`config.mk`:
```
export PLATFORM = sky130hd
export DESIGN_NAME = bgd_mul_share_arb_flat
export DESIGN_NICKNAME = d
export VERILOG_FILES = /design/src/rtl/bgd_pkg.sv /design/src/rtl/bgd_mul_share_arb_if.sv /design/src/rtl/bgd_rr_arb.sv /design/src/rtl/bgd_mul_share_arb.sv /design/src/flat_wrapper.sv
export SDC_FILE = /design/constraint.sdc
export NUM_CORES = 1
export LEC_CHECK = 0
export ABC_AREA = 1
export ABC_CLOCK_PERIOD_IN_PS = 3900
export CORE_AREA = 2 2 87 89
export DETAILED_ROUTE_END_ITERATION = 16
export DIE_AREA = 0 0 89 91
export MAX_ROUTING_LAYER = met4
export PLACE_DENSITY = 0.76
export SETUP_SLACK_MARGIN = 0.05
export SLEW_MARGIN = 20
export SYNTH_ARGS = -nofsm -noshare
export SYNTH_HDL_FRONTEND = slang
export SYNTH_SLANG_ARGS = --single-unit
```
`constraint.sdc`:
```
create_clock -name clk -period 3.9 [get_ports clk]
set_input_delay 1.17 -clock clk [delete_from_list [all_inputs] [get_ports clk]]
set_output_delay 1.17 -clock clk [all_outputs]
set_load 0.02 [all_outputs]
```
`src/rtl/bgd_pkg.sv`:
```
// Shared BGD datapath types and constants.
package bgd_pkg;

  localparam int unsigned BGD_DATA_W  = 14;
  localparam int unsigned BGD_MUL_LAT = 3;
  localparam int unsigned BGD_N_REQ   = 4;
  localparam int unsigned BGD_ID_W    = $clog2(BGD_N_REQ);

  typedef logic signed [BGD_DATA_W-1:0] bgd_data_t;

  // One stage of the ID tag pipe that travels alongside the multiplier.
  typedef struct packed {
    logic                v;
    logic [BGD_ID_W-1:0] id;
  } bgd_tag_t;

endpackage

```
`src/rtl/bgd_mul_share_arb_if.sv`:
```
// Request, response and multiplier-port bundle for the shared multiplier arbiter.
interface bgd_mul_share_arb_if
  import bgd_pkg::*;
#(
  parameter int unsigned N_REQ  = BGD_N_REQ,
  parameter int unsigned DATA_W = BGD_DATA_W,
  parameter int unsigned ID_W   = $clog2(N_REQ)
);

  logic [N_REQ-1:0]        req_valid;
  logic [N_REQ*DATA_W-1:0] req_a;
  logic [N_REQ*DATA_W-1:0] req_b;
  logic [N_REQ-1:0]        req_ready;
  logic                    rsp_valid;
  logic [ID_W-1:0]         rsp_id;
  logic [DATA_W-1:0]       rsp_data;
  logic                    rsp_ready;
  logic                    mul_ce;
  logic [DATA_W-1:0]       mul_din0;
  logic [DATA_W-1:0]       mul_din1;
  logic [DATA_W-1:0]       mul_dout;
  logic                    busy;

  // Arbiter side.
  modport slave (
    input  req_valid, req_a, req_b, rsp_ready, mul_dout,
    output req_ready, rsp_valid, rsp_id, rsp_data, mul_ce, mul_din0, mul_din1, busy
  );

  // Requesters / response consumer / multiplier side.
  modport master (
    output req_valid, req_a, req_b, rsp_ready, mul_dout,
    input  req_ready, rsp_valid, rsp_id, rsp_data, mul_ce, mul_din0, mul_din1, busy
  );

endinterface

```
`src/rtl/bgd_rr_arb.sv`:
```
// Round-robin picker: first requester at or after ptr, wrapping to index 0.
module bgd_rr_arb #(
  parameter int unsigned N   = 4,
  parameter int unsigned IDW = $clog2(N)
) (
  input  logic [N-1:0]   req,
  input  logic [IDW-1:0] ptr,
  input  logic           en,
  output logic [N-1:0]   gnt,
  output logic [IDW-1:0] gnt_id
);

  logic           found_hi;
  logic           found_lo;
  logic [IDW-1:0] id_hi;
  logic [IDW-1:0] id_lo;

  // Rotating search split into an upper (>= ptr) and a wrapped pass; the upper hit has priority.
  always_comb begin
    found_hi = 1'b0;
    found_lo = 1'b0;
    id_hi    = '0;
    id_lo    = '0;
    for (int unsigned i = 0; i < N; i++) begin
      if (!found_hi && req[i] && (32'(ptr) <= i)) begin
        found_hi = 1'b1;
        id_hi    = IDW'(i);
      end
      if (!found_lo && req[i]) begin
        found_lo = 1'b1;
        id_lo    = IDW'(i);
      end
    end
    gnt_id = found_hi ? id_hi : id_lo;
    for (int unsigned i = 0; i < N; i++) begin
      gnt[i] = en && (found_hi || found_lo) && (gnt_id == IDW'(i));
    end
  end

endmodule

```
`src/rtl/bgd_mul_share_arb.sv`:
```
// Shares one ce-gated pipelined multiplier between N_REQ requesters with a
// parallel ID tag pipe; response backpressure freezes multiplier and tags together.
module bgd_mul_share_arb
  import bgd_pkg::*;
#(
  parameter int unsigned N_REQ   = BGD_N_REQ,
  parameter int unsigned DATA_W  = BGD_DATA_W,
  parameter int unsigned MUL_LAT = BGD_MUL_LAT,
  parameter int unsigned ID_W    = $clog2(N_REQ)
) (
  input  logic                clk,
  input  logic                reset,
  bgd_mul_share_arb_if.slave  bus
);

  logic [N_REQ-1:0] gnt;
  logic [ID_W-1:0]  grant_id;
  logic [ID_W-1:0]  ptr;
  logic             issue;
  logic             arb_en;
  bgd_tag_t         tag [MUL_LAT];

  // Stall whenever the head result is waiting on the consumer.
  assign bus.mul_ce = !(tag[MUL_LAT-1].v && !bus.rsp_ready);
  // No grants while reset is held, so nothing is handed over only to be discarded.
  assign arb_en     = bus.mul_ce && !reset;

  bgd_rr_arb #(
    .N   (N_REQ),
    .IDW (ID_W)
  ) u_arb (
    .req    (bus.req_valid),
    .ptr    (ptr),
    .en     (arb_en),
    .gnt    (gnt),
    .gnt_id (grant_id)
  );

  assign bus.req_ready = gnt;
  assign issue         = |(bus.req_valid & gnt);

  // Operand mux driven by the one-hot grant; zero when nothing issues.
  always_comb begin
    bus.mul_din0 = '0;
    bus.mul_din1 = '0;
    for (int unsigned i = 0; i < N_REQ; i++) begin
      if (gnt[i]) begin
        bus.mul_din0 = bus.req_a[i*DATA_W +: DATA_W];
        bus.mul_din1 = bus.req_b[i*DATA_W +: DATA_W];
      end
    end
  end

  // Round-robin pointer moves past the requester just served.
  always_ff @(posedge clk) begin
    if (reset) begin
      ptr <= '0;
    end else if (issue) begin
      ptr <= (grant_id == ID_W'(N_REQ - 1)) ? '0 : grant_id + 1'b1;
    end
  end

  // Tag pipe advances in lockstep with the multiplier's ce.
  always_ff @(posedge clk) begin
    if (reset) begin
      for (int unsigned i = 0; i < MUL_LAT; i++) begin
        tag[i] <= '0;
      end
    end else if (bus.mul_ce) begin
      tag[0] <= {issue, BGD_ID_W'(grant_id)};
      for (int unsigned i = 1; i < MUL_LAT; i++) begin
        tag[i] <= tag[i-1];
      end
    end
  end

  assign bus.rsp_valid = tag[MUL_LAT-1].v;
  assign bus.rsp_id    = ID_W'(tag[MUL_LAT-1].id);
  assign bus.rsp_data  = bus.mul_dout;

  // Any tag still in flight keeps busy high.
  always_comb begin
    bus.busy = 1'b0;
    for (int unsigned i = 0; i < MUL_LAT; i++) begin
      bus.busy = bus.busy | tag[i].v;
    end
  end

endmodule

```
`src/flat_wrapper.sv`:
```
// flat-port wrapper written by rule: the top's interface ports become plain ports
module bgd_mul_share_arb_flat import bgd_pkg::*;
#(
  parameter int unsigned N_REQ   = BGD_N_REQ,
  parameter int unsigned DATA_W  = BGD_DATA_W,
  parameter int unsigned MUL_LAT = BGD_MUL_LAT,
  parameter int unsigned ID_W    = $clog2(N_REQ)
)
  (clk, reset, bus_req_valid, bus_req_a, bus_req_b, bus_rsp_ready, bus_mul_dout, bus_req_ready, bus_rsp_valid, bus_rsp_id, bus_rsp_data, bus_mul_ce, bus_mul_din0, bus_mul_din1, bus_busy);
  bgd_mul_share_arb_if #(.N_REQ(N_REQ), .DATA_W(DATA_W), .ID_W(ID_W)) bus_i ();
  input  logic clk;
  input  logic reset;
  input wire logic [$bits(bus_i.req_valid)-1:0] bus_req_valid;
  input wire logic [$bits(bus_i.req_a)-1:0] bus_req_a;
  input wire logic [$bits(bus_i.req_b)-1:0] bus_req_b;
  input wire logic [$bits(bus_i.rsp_ready)-1:0] bus_rsp_ready;
  input wire logic [$bits(bus_i.mul_dout)-1:0] bus_mul_dout;
  output wire logic [$bits(bus_i.req_ready)-1:0] bus_req_ready;
  output wire logic [$bits(bus_i.rsp_valid)-1:0] bus_rsp_valid;
  output wire logic [$bits(bus_i.rsp_id)-1:0] bus_rsp_id;
  output wire logic [$bits(bus_i.rsp_data)-1:0] bus_rsp_data;
  output wire logic [$bits(bus_i.mul_ce)-1:0] bus_mul_ce;
  output wire logic [$bits(bus_i.mul_din0)-1:0] bus_mul_din0;
  output wire logic [$bits(bus_i.mul_din1)-1:0] bus_mul_din1;
  output wire logic [$bits(bus_i.busy)-1:0] bus_busy;
  assign bus_i.req_valid = bus_req_valid;
  assign bus_i.req_a = bus_req_a;
  assign bus_i.req_b = bus_req_b;
  assign bus_i.rsp_ready = bus_rsp_ready;
  assign bus_i.mul_dout = bus_mul_dout;
  assign bus_req_ready = bus_i.req_ready;
  assign bus_rsp_valid = bus_i.rsp_valid;
  assign bus_rsp_id = bus_i.rsp_id;
  assign bus_rsp_data = bus_i.rsp_data;
  assign bus_mul_ce = bus_i.mul_ce;
  assign bus_mul_din0 = bus_i.mul_din0;
  assign bus_mul_din1 = bus_i.mul_din1;
  assign bus_busy = bus_i.busy;
  bgd_mul_share_arb #(.N_REQ(N_REQ), .DATA_W(DATA_W), .MUL_LAT(MUL_LAT), .ID_W(ID_W)) u_core (.clk(clk), .reset(reset), .bus(bus_i));
endmodule
```
==> results of run 1 <==
worst reg2reg max path, delay by kind of cell (launching register included):
| kind | cells | cell delay (ns) |
|---|---|---|
| and+or+nand+nor | 9 | 0.86 |
| buffers and inverters | 4 | 0.48 |
| DFF | 1 | 0.29 |
| adders and majority gates | 1 | 0.16 |
| AOI/OAI and AO/OA | 1 | 0.07 |
cell usage after synthesis, drive strengths merged:
library cell  instances  share of area, %
nand2               102                21
a21oi                53                16
nor2                 45                10
nand3                35                12
buf                  34                14
inv                  21               4.2
edfxtp                9                14
ha                    4               2.7
nand4                 4               1.3
dfxtp                 2               2.1
o21ai                 2              0.54
or2                   2              0.67
clkbuf                1              0.20
nand3b                1              0.60
logic make-up after synthesis:
| kind of cell | synth area share [%] |
|---|---|
| AND/OR/NAND/NOR | 45.8 |
| flip-flops | 16.6 |
| buffers and inverters | 18.5 |
| AO/OA/AOI/OAI | 16.5 |
| adder cells (fa/ha/maj) | 2.68 |
flip-flops by register name (all words and copies together) (netlist names):
signal	count
u_core.ptr	2
u_core.tag	9
metal layers:
layer	vias to the layer above	part of all wire [%]	track usage [%]
met5	-	0	-
met2	103	52	40.5
met4	0	2.1	5.97
met1	1281	38	22.5
li1	1368	-	-
met3	18	7.1	3.27
layout make-up:
cell class                      instances  area [um2]
Tap cell                               99         124
Timing Repair Buffer                  209        2350
Multi-Input combinational cell        248        1830
Sequential cell                        11         310
Clock buffer                            4        45.0
Fill cell                             589        2380
Inverter                               21         101
per-stage QoR:
| step | hold slack, ns | TNS [ns] |
|---|---|---|
| floorplan | 0.519 | -0.0127 |
| finish | 0.550 | -5.78 |
| global route | 0.565 | -9.05 |
| global placement | 0.525 | -31.96 |
| CTS | 0.559 | -4.34 |
| detailed placement | 0.547 | -33.87 |
power groups by stage:
stage               Combinational [mW]  Sequential (mW)  Clock, mW
global route                      1.44            0.159      0.122
floorplan                        0.630            0.160          0
global placement                  1.02            0.159          0
detailed placement                1.04            0.159          0
finish                            1.37            0.157      0.114
CTS                               1.28            0.157      0.114
worst paths after layout:
kind | cells after the start | to | start
max | 17 | bus_mul_din0[12] | bus_req_valid[0]
min | 2 | u_core.tag[0][3] | u_core.tag[0][0]
max reg2reg | 15 | u_core.tag[0][2] | u_core.ptr[0]
min reg2reg | 2 | u_core.tag[0][3] | u_core.tag[0][0]
what timing repair did:
| action | 4_1_cts | 5_1_grt |
|---|---|---|
| hold buffers | 0 | 0 |
| cloned | 7 | 4 |
| endpoints found under the setup margin | 32 | 32 |
| setup buffers | 15 | 5 |
| pin swaps | 21 | 15 |
| resized for setup | 286 | 24 |
==> run metrics, run 1 <==
area of placed instances 3900 um2; Peak VDD IR 0.242 mV; Routed Antenna Nets 0; wire length per cell 16.2 um; DRC 0; Switch Pwr roughly 0.7 mW; outcome finished, violations left; Cell Pwr Density 344 nW/um2; final hold vios 0; combinational power share a little over four fifths; placed cells 560; RSZ-0062 raised after global routing true; Leak 1.95 nW; period utilization 107%; most used cell, CP nand2_2; number of global-route vias before repair 2924; core area 7140 um2; initial antenna violation count 0; post-synth net total roughly 450; clock share of power ~7.0%; Buf/Inv on CP 7; DRT iter0 DRCs between 60 and 70; maximum number of pins on one net before global-route repair 17; num rows 31; final setup fails 29; #FFs+latches synth 11; post-route design area 4760 um2; sequential share of power 9.6%; slowest stage delay, CP 0.18 ns; CP Data Arrival Time 2.99 ns; worst path required time 2.73 ns; critical path endpoint category primary output; CTS max path bufs 2; Syn Area/Cell 5.94 um2; vias per cell 4.68; H-tree depth 1; Hold WC Path Type reg -> reg; CTS Sinks 11; Initial DRT Pass Iterations 4; Post-Place Worst Slack -1.12 ns; antenna cells 0; Die Area 8100 um2; via count 2770; Largest delay share family, worst path buffers and inverters; switching share of power 42.8%; Ys Warns 0; internal cell power 0.936 mW; Layout area overhead 154%; Clock Skew roughly 0.0065 ns; FMAX 240 MHz; Placer Congestion 0.895; layout cells sized above 1 between 40% and 50%; Crit Path Class in -> out; port buffer count 155; Synth cell types 23; clock-pin slew on the worst setup and hold paths ~0.05 ns; commonest cells after routing, fill and taps aside clkdlybuf4s50_1, nand2_1, buf_6, buf_4, nor2_1; GRT Residual Overflow 0; largest fanout on the critical path 10; TritonCTS clock tree done; CP Launch Type input pin; Initial Util between 20% and 30%; Cells after Synth 315; total power 1.64 mW; crit path cell chain buf_8 > nand2_4 > buf_4 > nand3_1 > nand2_1 > nand2_2 > inv_2 > ha_4 > inv_8 > nor2_4 > buf_4 > buf_12 > nand2_2 > nand2_2 > nand2_2 > a21oi_4 > buf_6; Mapped Area roughly 1900 um2; total CTS buffers 3; critical path's slowest cell ha_4; Layout Nets 631; crit path time final 4.16 ns; global-route wire length before repair 13.4 mm; total track usage 21.5%; Die W 89 um; post-synthesis sequential area ratio 16.6%; Core Util, Final 66.6%; final worst slack -0.261 ns; Top Ports roughly 180; clock latency at the later pin of the worst-skew pair 0.24 ns; Detail Placement HPWL 6.10 mm; Worst slew margin 70.0%; Clock Root Buffer clkbuf_8; worst reg-to-reg setup slack 1.78 ns; WL final 9.59 mm; worst-margin pin slew approximately 0.45 ns; most common cell after layout, fill and taps aside clkdlybuf4s50_1; max cap viols 0; Die Span Y 91 um; violated checks negative setup slack; Slew Viols, Final 0; Final Instance Count excl. Fillers 592
Power figures use the tool's default switching activity.
==> run 2: changes to the inputs <==
GPL_TIMING_DRIVEN = 1   (was unset)
==> results of run 2 <==
No change in the layout: final DEF, timing and power equal those of run 1.
==> run 3: changes to the inputs <==
--- a/config.mk
+++ b/config.mk
@@ -13,8 +13,9 @@
 export GPL_TIMING_DRIVEN = 1
 export MAX_ROUTING_LAYER = met4
-export PLACE_DENSITY = 0.76
+export PLACE_DENSITY = 0.78
 export SETUP_SLACK_MARGIN = 0.05
 export SLEW_MARGIN = 20
 export SYNTH_ARGS = -nofsm -noshare
 export SYNTH_HDL_FRONTEND = slang
+export SYNTH_HIERARCHICAL = 1
 export SYNTH_SLANG_ARGS = --single-unit
==> constraint.sdc (replaced) <==
create_clock -name clk -period 3.9 [get_ports clk]
set_input_delay 1.17 -clock clk [delete_from_list [all_inputs] [get_ports clk]]
set_output_delay 1.17 -clock clk [all_outputs]
set_load 0.01 [all_outputs]
==> run metrics, run 3 <==
final hold vios 0 (unchanged); Placer Congestion 0.805 (was 0.895); Die Span Y 91 um (unchanged); num rows 31 (unchanged); area of the multi-input gates 1480 um2 (was 1830 um2); Die Area 8100 um2 (unchanged); Peak VDD IR 0.247 mV (was 0.242 mV); core area 7140 um2 (unchanged); DRT iter0 DRCs 55 (was 69); clock share of power 9.7% (was 7.0%); Synth async-reset ratio 0% (unchanged); port buffer count 155 (unchanged); Layout area overhead 113% (was 154%); TritonCTS clock tree done (unchanged); Crit Path Class in -> out (unchanged); internal cell power 0.670 mW (was 0.936 mW); crit path from bus_rsp_ready (was bus_req_valid[0]); Top Ports 184 (unchanged); global-route wire length before repair 12.1 mm (was 13.4 mm); DRC 0 (unchanged); critical path endpoint category primary output (unchanged); Synth cell types 24 (was 23); #FFs+latches synth 11 (unchanged); Slew Viols, Final 0 (unchanged); Clock Root Buffer clkbuf_8 (unchanged); number of global-route vias before repair 2797 (was 2924); Routed Antenna Nets 0 (unchanged); post-synthesis sequential area ratio 15.9% (was 16.6%); max reg flops 9 (unchanged); vias per cell 4.38 (was 4.68); Main synth FF type edfxtp_1 (unchanged); area of placed instances 3630 um2 (was 3900 um2); RSZ-0062 raised after global routing true (unchanged); Initial DRT Pass Iterations 4 (unchanged); H-tree depth 1 (unchanged); CTS max path bufs 2 (unchanged); Cells after Synth 350 (was 315); Layout Nets 671 (was 631); top cells by area, synth nand2_1, nor2_1, edfxtp_1, a21oi_2, buf_4 (was nand2_1, edfxtp_1, a21oi_1, buf_4, nor2_1); crit path time final 3.84 ns (was 4.16 ns); most frequent cells after synthesis nand2_1, nor2_1, a21oi_2, inv_1, buf_4 (was nand2_1, a21oi_1, nor2_1, nand3_1, buf_4); Worst R2R Path Depth 13 (was 15); CP Data Arrival Time 2.67 ns (was 2.99 ns); Sequential Area 310 um2 (unchanged); Hold Crit Start u_core/ptr[0] (was u_core.tag[0][0]); wire length per cell 12.8 um (was 16.2 um); Syn Area/Cell 5.57 um2 (was 5.94 um2); WL final 8.12 mm (was 9.59 mm); period utilization 98.4% (was 107%); FMAX 261 MHz (was 240 MHz); worst reg-to-reg setup slack 1.66 ns (was 1.78 ns); GRT Residual Overflow 0 (unchanged); Leak 2.03 nW (was 1.95 nW); worst path required time 2.73 ns (about the same); leading area contributor after synthesis nand2_1 (unchanged); Mapped Area 1950 um2 (was 1870 um2); Fillers 653 (was 589); outcome complete, no violations (was finished, violations left); largest register by flop count u_core/tag (was u_core.tag); maximum number of pins on one net before global-route repair 22 (was 17); via count 2783 (was 2770); sequential share of power 13.4% (was 9.6%); post-route design area 4160 um2 (was 4760 um2); antenna cells 0 (unchanged); post-synth net total 484 (was 452); commonest cells after routing, fill and taps aside nand2_1, clkdlybuf4s50_1, nor2_1, buf_4, buf_2 (was clkdlybuf4s50_1, nand2_1, buf_6, buf_4, nor2_1); Switch Pwr 0.468 mW (was 0.701 mW); final setup fails 0 (was 29); top flop regs u_core/tag (9), u_core/ptr (2) (was u_core.tag (9), u_core.ptr (2)); Hold WC Path Type reg -> reg (unchanged); initial antenna violation count 0 (unchanged); EDFF count, synth 9 (unchanged); CP Launch Type input pin (unchanged); clock-pin slew on the worst setup and hold paths 0.05 ns (about the same); most common cell after layout, fill and taps aside nand2_1 (was clkdlybuf4s50_1); Core Util, Final 58.3% (was 66.6%); Cell Pwr Density 274 nW/um2 (was 344 nW/um2); max cap viols 0 (unchanged); worst-margin pin slew 0.458 ns (was 0.449 ns); combinational power share 76.8% (was 83.4%); CTS Sinks 11 (unchanged); total track usage 18.7% (was 21.5%); RR Startpoint u_core/ptr[1] (was u_core.ptr[0]); Initial Util 27.3% (was 26.2%); Clock Skew 0.000857 ns (was 0.00652 ns); Ys Warns 6 (was 0); Worst Hold Depth 4 (was 2); Die W 89 um (unchanged); total CTS buffers 3 (unchanged); count leader, synth nand2_1 (unchanged); Detail Placement HPWL 5.38 mm (was 6.10 mm); layout cells sized above 1 34.3% (was 45.6%); post-synth top area share 29.2% (was 20.3%); largest fanout on the critical path 2 (was 10); clock latency at the later pin of the worst-skew pair 0.23 ns (was 0.24 ns); switching share of power 41.1% (was 42.8%); Worst slew margin 69.4% (was 70.0%)
-- run 3: cell types whose count changed after synthesis, sizes merged --
cell / change
o21a: +1
nand2: +63
nand4: -4
ha: -3
buf: -7
nand3b: -1
clkbuf: +4
inv: +1
or2: -2
nor2: +37
nand3: -29
a21oi: -25
-- run 3: power by group through the flow --
stage / Clock, mW / Combinational [mW] / Sequential, mW
2_1_floorplan: 0 / 0.407 / 0.153
3_3_place_gp: 0 / 0.793 / 0.153
3_5_place_dp: 0 / 0.799 / 0.154
4_1_cts: 0.115 / 0.873 / 0.153
5_1_grt: 0.121 / 0.958 / 0.155
6_report: 0.111 / 0.875 / 0.153
-- run 3: critical path: stages --
cell and delay, ns:
buf_2 0.10, inv_2 0.07, nand2_4 0.05, buf_4 0.13
buf_4 0.12, buf_4 0.12, buf_4 0.12, buf_4 0.12
buf_4 0.12, buf_4 0.12, buf_4 0.12, dlygate4sd2_1 0.29
-- run 3: what timing repair did --
item,4_1_cts,5_1_grt
gates resized for setup,197,26
hold buffers,0,0
endpoints found under the setup margin,32,30
cloned,5,3
pin swaps,22,15
setup buffers,28,1
-- run 3: cell families (layout without fill, tap and decap cells) --
logic type / after synthesis / in the layout / share of synthesized area [%]
AOI/OAI and AO/OA: 31 / 31 / 12.1
adders and majority gates: 1 / 1 / 0.641
buffers and inverters: 54 / 240 / 18.8
and+or+nand+nor: 253 / 253 / 52.5
DFF: 11 / 11 / 15.9
-- run 3: worst paths after layout --
path                                         end
worst min-delay path               u_core/ptr[0]
worst max register to register  u_core/tag[0][2]
worst min register to register     u_core/ptr[0]
worst max-delay path                  bus_mul_ce
-- run 3: metal layers --
metal / part of all wire [%] / up-vias / GRT usage [%] / routed length, um
met5: 0 / - / - / 0
met4: 1.1 / 0 / 3.36 / 90
met3: 7.7 / 12 / 2.91 / 628
met2: 51 / 108 / 36.0 / 4160
met1: 40 / 1241 / 19.8 / 3240
li1: - / 1422 / - / -
-- run 3: area by class of cell --
type                            count  share of cell area [%]
Sequential cell                    11                    7.45
Tap cell                           99                    2.98
Multi-Input combinational cell    285                    35.6
Inverter                           22                    2.04
Timing Repair Buffer              214                    50.8
Clock buffer                        4                    1.08
-- run 3: per-stage QoR --
stage / worst slack, ns / hold slack (ns) / power [mW] / instances / TNS [ns]
6_report: 0.0621 / 0.537 / 1.14 / 635 / 0
5_1_grt: -0.00309 / 0.593 / 1.23 / 635 / -0.00419
4_1_cts: 0.0555 / 0.542 / 1.14 / 634 / 0
3_5_place_dp: -0.750 / 0.533 / 0.954 / 597 / -22.01
3_3_place_gp: -0.723 / 0.521 / 0.947 / 597 / -21.23
2_1_floorplan: 0.0526 / 0.502 / 0.560 / 350 / 0
